<file path="src/rtl/alu_result_queue.sv">
// -----------------------------------------------------------------------------
// alu_result_queue
//
// Purpose:
//   Sits after the 16-bit ALU. Each ALU result is captured with its opcode.
//   A 2-bit overflow flag is derived from the result at push time, and the
//   entry is buffered in a small first-word-fall-through queue. Both sides
//   use valid/ready handshakes, so the writeback consumer can apply
//   back-pressure without stalling the combinational ALU.
//
// Ports:
//   clk         rising-edge clock
//   rst         synchronous, active-high reset
//   in_valid    ALU result present this cycle
//   in_ready    queue can accept an entry (registered state only)
//   in_opcode   opcode that produced in_result
//   in_result   32-bit ALU result
//   out_valid   head entry available
//   out_ready   consumer takes the head entry this cycle
//   out_result  head entry result      (0 when out_valid = 0)
//   out_opcode  head entry opcode      (0 when out_valid = 0)
//   out_flags   head entry flags       (0 when out_valid = 0)
//   count       current occupancy, 0..DEPTH
//   err_opcode  sticky flag: opcode 3'b111 was pushed since the last reset
// -----------------------------------------------------------------------------
module alu_result_queue #(
    parameter int DEPTH = 4,
    parameter int CNT_W = $clog2(DEPTH + 1)
) (
    input  logic             clk,
    input  logic             rst,
    input  logic             in_valid,
    output logic             in_ready,
    input  logic [2:0]       in_opcode,
    input  logic [31:0]      in_result,
    output logic             out_valid,
    input  logic             out_ready,
    output logic [31:0]      out_result,
    output logic [2:0]       out_opcode,
    output logic [1:0]       out_flags,
    output logic [CNT_W-1:0] count,
    output logic             err_opcode
);

    localparam int PTR_W = (DEPTH > 1) ? $clog2(DEPTH) : 1;
    localparam logic [2:0] OP_ADD     = 3'b000;
    localparam logic [2:0] OP_MUL     = 3'b001;
    localparam logic [2:0] OP_SUB     = 3'b010;
    localparam logic [2:0] OP_ILLEGAL = 3'b111;

    logic [31:0]      r_memResult [DEPTH];
    logic [2:0]       r_memOpcode [DEPTH];
    logic [1:0]       r_memFlags  [DEPTH];
    logic [PTR_W-1:0] r_wrPtr;
    logic [PTR_W-1:0] r_rdPtr;
    logic [CNT_W-1:0] r_count;
    logic             r_errOpcode;

    logic             w_push;
    logic             w_store;
    logic             w_pop;
    logic [1:0]       w_inFlags;

    // ADD reports the carry out of bit 15. SUB reports a borrow, which shows up
    // as a wrapped (negative) 32-bit result. MUL reports a product that needs
    // more than 16 bits.
    function automatic logic [1:0] calcFlags(input logic [2:0]  op,
                                             input logic [31:0] res);
        case (op)
            OP_ADD:  calcFlags = {1'b0, res[16]};
            OP_SUB:  calcFlags = {1'b0, res[31]};
            OP_MUL:  calcFlags = {(res[31:16] != 16'h0000), 1'b0};
            default: calcFlags = 2'b00;
        endcase
    endfunction

    // An illegal-opcode push still completes the handshake, but it is never
    // stored. Only w_store moves the write side.
    always_comb begin
        in_ready  = (r_count < CNT_W'(DEPTH));
        out_valid = (r_count != '0);
        w_push    = in_valid && in_ready;
        w_store   = w_push && (in_opcode != OP_ILLEGAL);
        w_pop     = out_valid && out_ready;
        w_inFlags = calcFlags(in_opcode, in_result);
    end

    // The head is gated to zero when the queue is empty, so stale storage
    // never appears on the output bus.
    always_comb begin
        out_result = '0;
        out_opcode = '0;
        out_flags  = '0;
        if (out_valid) begin
            out_result = r_memResult[r_rdPtr];
            out_opcode = r_memOpcode[r_rdPtr];
            out_flags  = r_memFlags[r_rdPtr];
        end
        count      = r_count;
        err_opcode = r_errOpcode;
    end

    // The storage array has no reset. The pointers and the count decide what
    // is valid, so old contents are unreachable after a reset.
    always_ff @(posedge clk) begin
        if (!rst && w_store) begin
            r_memResult[r_wrPtr] <= in_result;
            r_memOpcode[r_wrPtr] <= in_opcode;
            r_memFlags[r_wrPtr]  <= w_inFlags;
        end
    end

    // Pointer, count and error state. Reset wins over any push or pop in the
    // same cycle. The pointers wrap naturally because DEPTH is a power of two.
    always_ff @(posedge clk) begin
        if (rst) begin
            r_wrPtr     <= '0;
            r_rdPtr     <= '0;
            r_count     <= '0;
            r_errOpcode <= 1'b0;
        end else begin
            if (w_store) begin
                r_wrPtr <= r_wrPtr + PTR_W'(1);
            end
            if (w_pop) begin
                r_rdPtr <= r_rdPtr + PTR_W'(1);
            end
            if (w_store && !w_pop) begin
                r_count <= r_count + CNT_W'(1);
            end else if (w_pop && !w_store) begin
                r_count <= r_count - CNT_W'(1);
            end
            if (w_push && (in_opcode == OP_ILLEGAL)) begin
                r_errOpcode <= 1'b1;
            end
        end
    end

endmodule

</file>
<file path="config.mk">
export PLATFORM = sky130hd
export DESIGN_NAME = alu_result_queue
export DESIGN_NICKNAME = d
export VERILOG_FILES = /design/src/rtl/alu_result_queue.sv
export SDC_FILE = /design/constraint.sdc
export NUM_CORES = 1
export LEC_CHECK = 0
export ABC_AREA = 1
export CORE_MARGIN = 5
export CORE_UTILIZATION = 55
export DETAILED_ROUTE_END_ITERATION = 12
export PLACE_DENSITY = 0.79
export SYNTH_ARGS = -nofsm -noshare
export SYNTH_HDL_FRONTEND = slang
export SYNTH_SLANG_ARGS = --single-unit
</file>
<file path="constraint.sdc">
create_clock -name clk -period 8.3 [get_ports clk]
set_clock_uncertainty 0.15 [all_clocks]
set_input_delay 2.49 -clock clk [delete_from_list [all_inputs] [get_ports clk]]
set_output_delay 2.49 -clock clk [all_outputs]
set_load 0.005 [all_outputs]
</file>
==> flow_summary.json, run 1 <==
{
  "cts_buffer_depth": 2,
  "cts_resized": 0,
  "cp.arrival_ns": 3.24,
  "start_util_pct": 55.7,
  "top_layer_used": "met4",
  "grt_pass1_wl_mm": 20.9,
  "gp_congestion": 0.726,
  "endpoint_kind": "primary output",
  "drt_iter0_markers": 473,
  "synthTopCellsByArea": "edfxtp_1 70%, nor2_1 10%, a21oi_1 3.5%, o21ai_1 3.2%, dfxtp_1 3.2%",
  "grt_util_all_layers_pct": 19.3,
  "cts_num_sinks": 158,
  "cts.hold.buffers_added": 0,
  "cp.required_ns": 5.66,
  "root_buffer": "clkbuf_16",
  "pwr-share-comb_pct": 29.3,
  "p_sw_w": 0.000722,
  "path_buf_inv": 3,
  "drtPass1Iterations": 5,
  "outcome": "finished clean",
  "cts_tree": "built",
  "worstSkewPairLatency_ns": 0.42,
  "slew_headroom_pct": 17.9,
  "path_class": "reg2out",
  "hold_class": "reg2reg",
  "dp_hpwl_mm": 7.47,
  "post-route-min-period_ns": 5.88,
  "via_per_inst": 5.51,
  "cp_top_family": "buffers and inverters",
  "met3WireLength_um": 880,
  "boundaryPins": 82,
  "synth_top_cell_by_area": "edfxtp_1",
  "syn_to_final_growth_pct": 23.4,
  "rows": 39,
  "maxSlewViolCount": 0,
  "yosysSeqAreaShare_pct": 73.3,
  "wl_mm": 13.3,
  "overflow": 0,
  "rsz0062_at_grt": "no",
  "ant_nets": 0,
  "cts_buffers": 17,
  "htreeDepth": 4,
  "swShare_pct": 29.0,
  "period_share_pct": 70.8,
  "wl_met1_mm": 5.43,
  "synth-seq-cells": 158,
  "p_clk_share_pct": 32.3,
  "maxCapViolCount": 0,
  "grt_pass1_vias": 4193,
  "insertedDiodeCount": 0,
  "coreArea_um2": 11400,
  "seq_power_share_pct": 38.4,
  "io_buffer_count": 81,
  "grt_max_degree": 76,
  "fmaxAchievable_ghz": 0.170,
  "drc_errors": 0,
  "wl_per_cell_um": 17.4,
  "fin_setup_tns_ns": 0,
  "num_vias": 4200,
  "dieArea_um2": 13800,
  "max_stage_delay_ns": 0.96,
  "leakage_nw": 2.68,
  "avgSynthCellArea_um2": 11.9,
  "setup_slack_ns": 2.42,
  "crit_chain": "buf_4 > inv_2 > o21ai_0 > a21oi_1 > clkdlybuf4s50_1",
  "intPower_w": 0.00177,
  "cp_max_fo": 75,
  "drive_gt1_share_pct": 6.62,
  "finalHoldViolCount": 0,
  "yosysTopAreaCellShare_pct": 70.2,
  "die_width_um": 117,
  "synth_area_um2": 6330,
  "clkTransAtPathRegs_ns": 0.06,
  "post_cts_buffers": 0,
  "setup_viol": 0,
  "netlist_instances": 531,
  "fin_nets": 651,
  "antenna_found_initial": 0,
  "syn_nets": 576,
  "synth.distinct_cells": 19,
  "yosysWarnings": 0,
  "tightest_slew_ns": 1.23,
  "start_kind": "flop",
  "met2_length_mm": 6.73,
  "cp_slowest_cell": "inv_2",
  "ir_worst_vdd_mv": 0.241,
  "p_per_area_nw_per_um2": 319,
  "fp.dieH_um": 117,
  "pre_cts_ws_ns": 2.95
}
==> worst min-delay path, delay by kind of cell (launching register included) <==
family | cells | cell delay (ns)
AOI/OAI and AO/OA | 1 | 0.06
buffers and inverters | 1 | 0.05
DFF | 1 | 0.31
==> routing by layer <==
metal | track usage, % | vias to the layer above
li1 | - | 1999
met1 | 24.0 | 2028
met2 | 32.1 | 155
met3 | 5.87 | 18
met4 | 6.53 | 0
met5 | 0 | -
==> final cells by class <==
class	count	area [µm²]
clock buffer	17	425
clock inverter	15	194
fill	799	3550
inverter	21	78.8
multi-input combinational	326	1480
sequential	158	4650
tap	143	179
timing repair buffer	82	818
==> Yosys cell counts <==
master	count
fa_1	1
edfxtp_1	148
buf_6	6
buf_2	8
inv_1	18
nand4_1	1
buf_1	2
nor2_1	174
dfxtp_1	10
nand3_1	4
nand2_1	18
clkbuf_2	4
buf_4	2
o21ai_0	38
ha_1	5
inv_2	3
clkbuf_1	4
o21ai_1	41
a21oi_1	44
==> path summary, 6_finish.rpt <==
path                                 start                 end  slack [ns]  cells after the start
worst max-delay path                  flop        out_flags[1]        2.42                      5
worst min-delay path            err_opcode          err_opcode        0.32                      2
worst max register to register    count[2]  r_memResult[1][17]        5.78                      5
worst min register to register  err_opcode          err_opcode        0.32                      2
==> cells by family (layout without fill, tap and decap cells) <==
logic type	count (synthesis)	count (layout)	share of synthesized area (%)
buffers and inverters	47	135	3.85
adders and majority gates	6	6	1.30
AOI/OAI and AO/OA	123	123	9.72
DFF	158	158	73.3
and+or+nand+nor	197	197	11.8
==> registers in the layout, summed over array words and instances (netlist names), named ones only <==
register     flops
r_wrPtr          2
r_memFlags       8
r_memResult    128
r_rdPtr          2
err_opcode       1
count            3
r_memOpcode     12
==> stage by stage <==
step | cells | utilization (%) | hold WS (ns) | total power (W) | area (µm²)
5_1_grt | 762 | 68.8 | 0.342 | 0.00261 | 7820
3_5_place_dp | 730 | 63.3 | 0.315 | 0.00170 | 7200
4_1_cts | 762 | 68.8 | 0.327 | 0.00250 | 7820
6_report | 762 | 68.8 | 0.320 | 0.00249 | 7820
3_3_place_gp | 730 | 63.3 | 0.292 | 0.00168 | 7200
2_1_floorplan | 531 | - | 0.291 | 0.00134 | 6330
==> placed cells by master (no fill, tap or decap), drive strengths merged <==
cell type      Yosys  routed
clkinv             0       7
buf               18       1
nand3              4       4
clkdlybuf4s50      0      81
clkinvlp           0       2
dfxtp             10      10
nand4              1       1
nand2             18      18
bufinv             0       4
clkbuf             8      17
o21ai             79      79
nor2             174     174
a21oi             44      44
inv               21      23
fa                 1       1
ha                 5       5
edfxtp           148     148
==> power groups by stage <==
stage	clock network, W	logic [W]	registers, W
2_1_floorplan	0	0.000378	0.000960
3_3_place_gp	0	0.000711	0.000970
3_5_place_dp	0	0.000728	0.000973
4_1_cts	0.000811	0.000737	0.000957
5_1_grt	0.000846	0.000804	0.000960
6_report	0.000804	0.000730	0.000956
No activity file was read; power rests on OpenSTA's default activity.
==> run 2, diff against run 1 <==
==> constraint.sdc (replaced) <==
create_clock -name clk -period 5.5 [get_ports clk]
set_clock_uncertainty 0.15 [all_clocks]
set_input_delay 1.65 -clock clk [delete_from_list [all_inputs] [get_ports clk]]
set_output_delay 1.65 -clock clk [all_outputs]
set_load 0.005 [all_outputs]
==> flow_summary.json, run 2 (synthesis gave the netlist of run 1 again) <==
{
  "tightest_slew_ns": 0.794,
  "dp_hpwl_mm": 8.07,
  "regMostFlops": "r_memResult",
  "r2r-end": "r_memResult[1][30]",
  "wl_per_cell_um": 17.6,
  "largest_reg_flops": 128,
  "r2r_slack_ns": 3.10,
  "setup_viol": 0,
  "grt_pass1_wl_mm": 21.4,
  "die_width_um": 117,
  "period_share_pct": 85.6,
  "maxSlewViolCount": 0,
  "root_buffer": "clkbuf_16",
  "grt_pass1_vias": 4206,
  "rsz0062_at_grt": "no",
  "hold_depth": 2,
  "worstSkewPairLatency_ns": 0.42,
  "grt_max_degree": 57,
  "drc_errors": 0,
  "ant_nets": 0,
  "start_util_pct": 55.7,
  "rr_worst_depth": 6,
  "leakage_nw": 2.66,
  "path_class": "reg2out",
  "cts_num_sinks": 158,
  "num_vias": 4212,
  "fp.dieH_um": 117,
  "post_cts_buffers": 0,
  "clkTransAtPathRegs_ns": 0.06,
  "htreeDepth": 4,
  "boundaryPins": 82,
  "antenna_found_initial": 0,
  "cp.required_ns": 3.70,
  "slew_headroom_pct": 47.1,
  "io_buffer_count": 81,
  "final_core_util_pct": 68.6,
  "overflow": 0,
  "drtPass1Iterations": 4,
  "grt_util_all_layers_pct": 19.7,
  "drt_iter0_markers": 296,
  "wl_mm": 13.5,
  "cts_buffers": 17,
  "reg_top3": "r_memResult (128), r_memOpcode (12), r_memFlags (8)",
  "cp.arrival_ns": 2.91,
  "fin_setup_tns_ns": 0,
  "cts_resized": 0,
  "endpoint_kind": "primary output",
  "nFillCells": 795,
  "coreArea_um2": 11400,
  "maxCapViolCount": 0,
  "finalHoldViolCount": 0,
  "p_per_area_nw_per_um2": 466,
  "fin_hold_ws_ns": 0.316,
  "start_kind": "flop",
  "outcome": "finished clean",
  "most-common-layout-cells": "170 x nor2_1, 148 x edfxtp_1, 81 x clkdlybuf4s50_1, 44 x a21oi_1, 41 x o21ai_1",
  "rows": 39,
  "dieArea_um2": 13800,
  "insertedDiodeCount": 0,
  "fin_nets": 657,
  "register_area_um2": 4650,
  "via_per_inst": 5.48,
  "gp_congestion": 0.804,
  "ir_worst_vdd_mv": 0.323,
  "cp_max_fo": 38,
  "cts_tree": "built",
  "hold_class": "reg2reg",
  "layout_commonest_cell": "nor2_1",
  "syn_to_final_growth_pct": 23.1,
  "endpoint": "out_result[1]",
  "fmaxAchievable_ghz": 0.212,
  "multi_input_area_um2": 1480,
  "cts.hold.buffers_added": 0,
  "post-route-min-period_ns": 4.71,
  "cts_buffer_depth": 2,
  "reg2reg_from": "count[2]",
  "drive_gt1_share_pct": 7.20
}
-- run 2: worst min path at each step --
stage,end,slack [ns],from
6_report,err_opcode,0.32,err_opcode
4_1_cts,err_opcode,0.32,err_opcode
2_1_floorplan,err_opcode,0.29,err_opcode
5_1_grt,err_opcode,0.34,err_opcode
3_3_place_gp,err_opcode,0.29,err_opcode
3_5_place_dp,err_opcode,0.31,err_opcode
-- run 2: through the flow --
| stage | instances | power [W] | area [µm²] | setup slack (ns) |
|---|---|---|---|---|
| global placement | 736 | 0.00256 | 7240 | 1.29 |
| finish | 768 | 0.00364 | 7790 | 0.790 |
| detailed placement | 736 | 0.00258 | 7240 | 1.19 |
| global route | 768 | 0.00383 | 7790 | 0.582 |
| floorplan | 531 | 0.00202 | 6330 | 1.30 |
| CTS | 768 | 0.00366 | 7790 | 0.771 |
-- run 2: routing by layer --
metal	share of wire (%)	global-route usage, %	wire length, µm
met1	41	25.1	5600
met2	52	33.0	7020
met3	5.6	5.15	758
met4	0.86	6.16	116
met5	0	0	0
-- run 2: area by class of cell --
| type | instances | share of cell area (%) |
|---|---|---|
| Sequential cell | 158 | 59.6 |
| Multi-Input combinational cell | 326 | 18.9 |
| Timing Repair Buffer | 88 | 11.1 |
| Tap cell | 143 | 2.30 |
| Clock buffer | 19 | 5.55 |
| Clock inverter | 13 | 1.52 |
| Inverter | 21 | 1.01 |
-- run 2: report_power, final --
part / switching, W / internal, W / leakage [nW] / total, W
clock network: 0.000460 / 0.000622 / 0.249 / 0.00108
logic: 0.000577 / 0.000522 / 0.988 / 0.00110
registers: 0.0000599 / 0.00140 / 1.42 / 0.00146
total: 0.00110 / 0.00254 / 2.66 / 0.00364
-- run 2: worst max-delay path, stage by stage (launching register included) --
cell and delay (ns):
dfxtp_2 0.83, inv_2 0.52, nor2_1 0.25, o21ai_1 0.11, a21oi_1 0.21, clkdlybuf4s50_1 0.54
==> run 3, diff against run 2 <==
--- a/config.mk
+++ b/config.mk
@@ -10,6 +10,8 @@
 export CORE_UTILIZATION = 55
 export DETAILED_ROUTE_END_ITERATION = 12
 export PLACE_DENSITY = 0.79
+export RECOVER_POWER = 50
+export SLEW_MARGIN = 5
 export SYNTH_ARGS = -nofsm -noshare
 export SYNTH_HDL_FRONTEND = slang
 export SYNTH_SLANG_ARGS = --single-unit
==> flow_summary.json, run 3 (synthesis gave the netlist of run 1 again) <==
{
  "pre_cts_ws_ns": 1.19,
  "cp.required_ns": 3.70,
  "wl_mm": 13.4,
  "rsz0062_at_grt": "no",
  "path_class": "reg2out",
  "start_kind": "flop",
  "drt_iter0_markers": 270,
  "dieArea_um2": 13800,
  "cp_top_family": "buffers and inverters",
  "max_stage_delay_ns": 0.83,
  "start_util_pct": 55.7,
  "syn_to_final_growth_pct": 23.0,
  "fmaxAchievable_ghz": 0.213,
  "cts.hold.buffers_added": 0,
  "p_total_w": 0.00362,
  "post-route-min-period_ns": 4.70,
  "drc_errors": 0,
  "reg_top3": "r_memResult (128), r_memOpcode (12), r_memFlags (8)",
  "grt_use_met3_pct": 5.15,
  "pwr-share-comb_pct": 29.9,
  "fin_setup_tns_ns": 0,
  "endpoint": "out_result[1]",
  "finalHoldViolCount": 0,
  "ant_nets": 0,
  "top_usage_layer": "met2",
  "cts_buffers": 17,
  "reg2reg_from": "count[2]",
  "hold_class": "reg2reg",
  "cts_tree": "built",
  "gr-usage-met2_pct": 33.0,
  "cp_max_fo": 38,
  "final_core_util_pct": 68.5,
  "dp_hpwl_mm": 8.07,
  "grt_pass1_vias": 4206,
  "fin_nets": 657,
  "coreArea_um2": 11400,
  "die_width_um": 117,
  "insertedDiodeCount": 0,
  "worstSkewPairLatency_ns": 0.42,
  "post_cts_buffers": 0,
  "rows": 39,
  "grt_max_degree": 57,
  "setup_slack_ns": 0.805,
  "grt_util_all_layers_pct": 19.7,
  "root_buffer": "clkbuf_16",
  "rr_worst_depth": 6,
  "largest_reg_flops": 128,
  "critical_path_depth": 5,
  "setup_viol": 0,
  "endpoint_kind": "primary output",
  "ir_worst_vdd_mv": 0.319,
  "cp.arrival_ns": 2.90,
  "most-common-layout-cells": "171 x nor2_1, 148 x edfxtp_1, 44 x a21oi_1, 42 x dlygate4sd3_1, 41 x o21ai_1",
  "gp_congestion": 0.804,
  "drtPass1Iterations": 5,
  "path_buf_inv": 2,
  "cts_buffer_depth": 2,
  "cts_resized": 0,
  "via_per_inst": 5.50,
  "crit_chain": "inv_2 > nor2_1 > o21ai_1 > a21oi_1 > clkdlybuf4s50_1",
  "r2r_slack_ns": 2.53,
  "tightest_slew_ns": 1.27,
  "p_clk_share_pct": 29.9,
  "boundaryPins": 82,
  "overflow": 0,
  "drive_gt1_share_pct": 7.04,
  "maxSlewViolCount": 0,
  "swShare_pct": 30.2,
  "cp_slowest_cell": "dfxtp_2",
  "cts_num_sinks": 158,
  "intPower_w": 0.00253,
  "htreeDepth": 4,
  "slew_headroom_pct": 15.0,
  "io_buffer_count": 81,
  "outcome": "finished clean",
  "grt_pass1_wl_mm": 21.4,
  "r2r-end": "r_memResult[2][19]",
  "regMostFlops": "r_memResult",
  "num_vias": 4225,
  "maxCapViolCount": 0,
  "leakage_nw": 2.68,
  "p_per_area_nw_per_um2": 465,
  "layout_commonest_cell": "nor2_1",
  "fp.dieH_um": 117,
  "wl_per_cell_um": 17.5,
  "met1_usage_pct": 25.1,
  "p_sw_w": 0.00109,
  "clkTransAtPathRegs_ns": 0.06,
  "seq_power_share_pct": 40.2,
  "period_share_pct": 85.4,
  "antenna_found_initial": 0
}
[run 3: changes by cell type in the layout (fill, tap and decap cells not counted)]
cell | previous run | this run
clkdlybuf4s50_1 | 81 | 39
dlygate4sd3_1 | 0 | 42
nor2_1 | 170 | 171
nor2_4 | 4 | 3
[run 3: power groups by stage]
stage | sequential, W | combinational, W | clock (W)
after floorplan | 0.00145 | 0.000571 | 0
after global placement | 0.00148 | 0.00108 | 0
after CTS | 0.00146 | 0.00111 | 0.00109
after global routing | 0.00146 | 0.00120 | 0.00115
after detailed placement | 0.00148 | 0.00110 | 0
final | 0.00146 | 0.00108 | 0.00108
[run 3: per-layer routing]
layer	share of wire (%)	vias to the layer above
met2	52	160
met5	0	-
met4	0.98	0
met3	6.7	15
li1	-	2013
met1	41	2037
[run 3: stage by stage]
step / hold slack, ns / instance area [µm²] / instances
floorplan: 0.291 / 6330 / 531
global placement: 0.292 / 7240 / 736
detailed placement: 0.306 / 7240 / 736
CTS: 0.316 / 7790 / 768
global route: 0.335 / 7790 / 768
finish: 0.314 / 7790 / 768
[run 3: worst min-delay path by stage]
| stage | start | to | slack (ns) | cells after the start |
|---|---|---|---|---|
| final | err_opcode | err_opcode | 0.31 | 2 |
| after global routing | err_opcode | err_opcode | 0.33 | 2 |
| after CTS | err_opcode | err_opcode | 0.32 | 2 |
| after detailed placement | err_opcode | err_opcode | 0.31 | 2 |
| after global placement | err_opcode | err_opcode | 0.29 | 2 |
| after floorplan | err_opcode | err_opcode | 0.29 | 2 |
[run 3: area by class of cell]
type / count / area (µm²)
sequential: 158 / 4650
tap: 143 / 179
fill: 795 / 3580
multi-input combinational: 326 / 1470
clock inverter: 13 / 119
inverter: 21 / 78.8
clock buffer: 19 / 433
timing repair buffer: 88 / 863
[run 3: worst register-to-register path: stages (launching register included)]
cell and delay (ns):
dfxtp_1 0.33, nor2_1 0.15, nand2_1 0.10, inv_1 0.13, nand2_1 0.21, nor2_1 1.01
buf_4 0.52
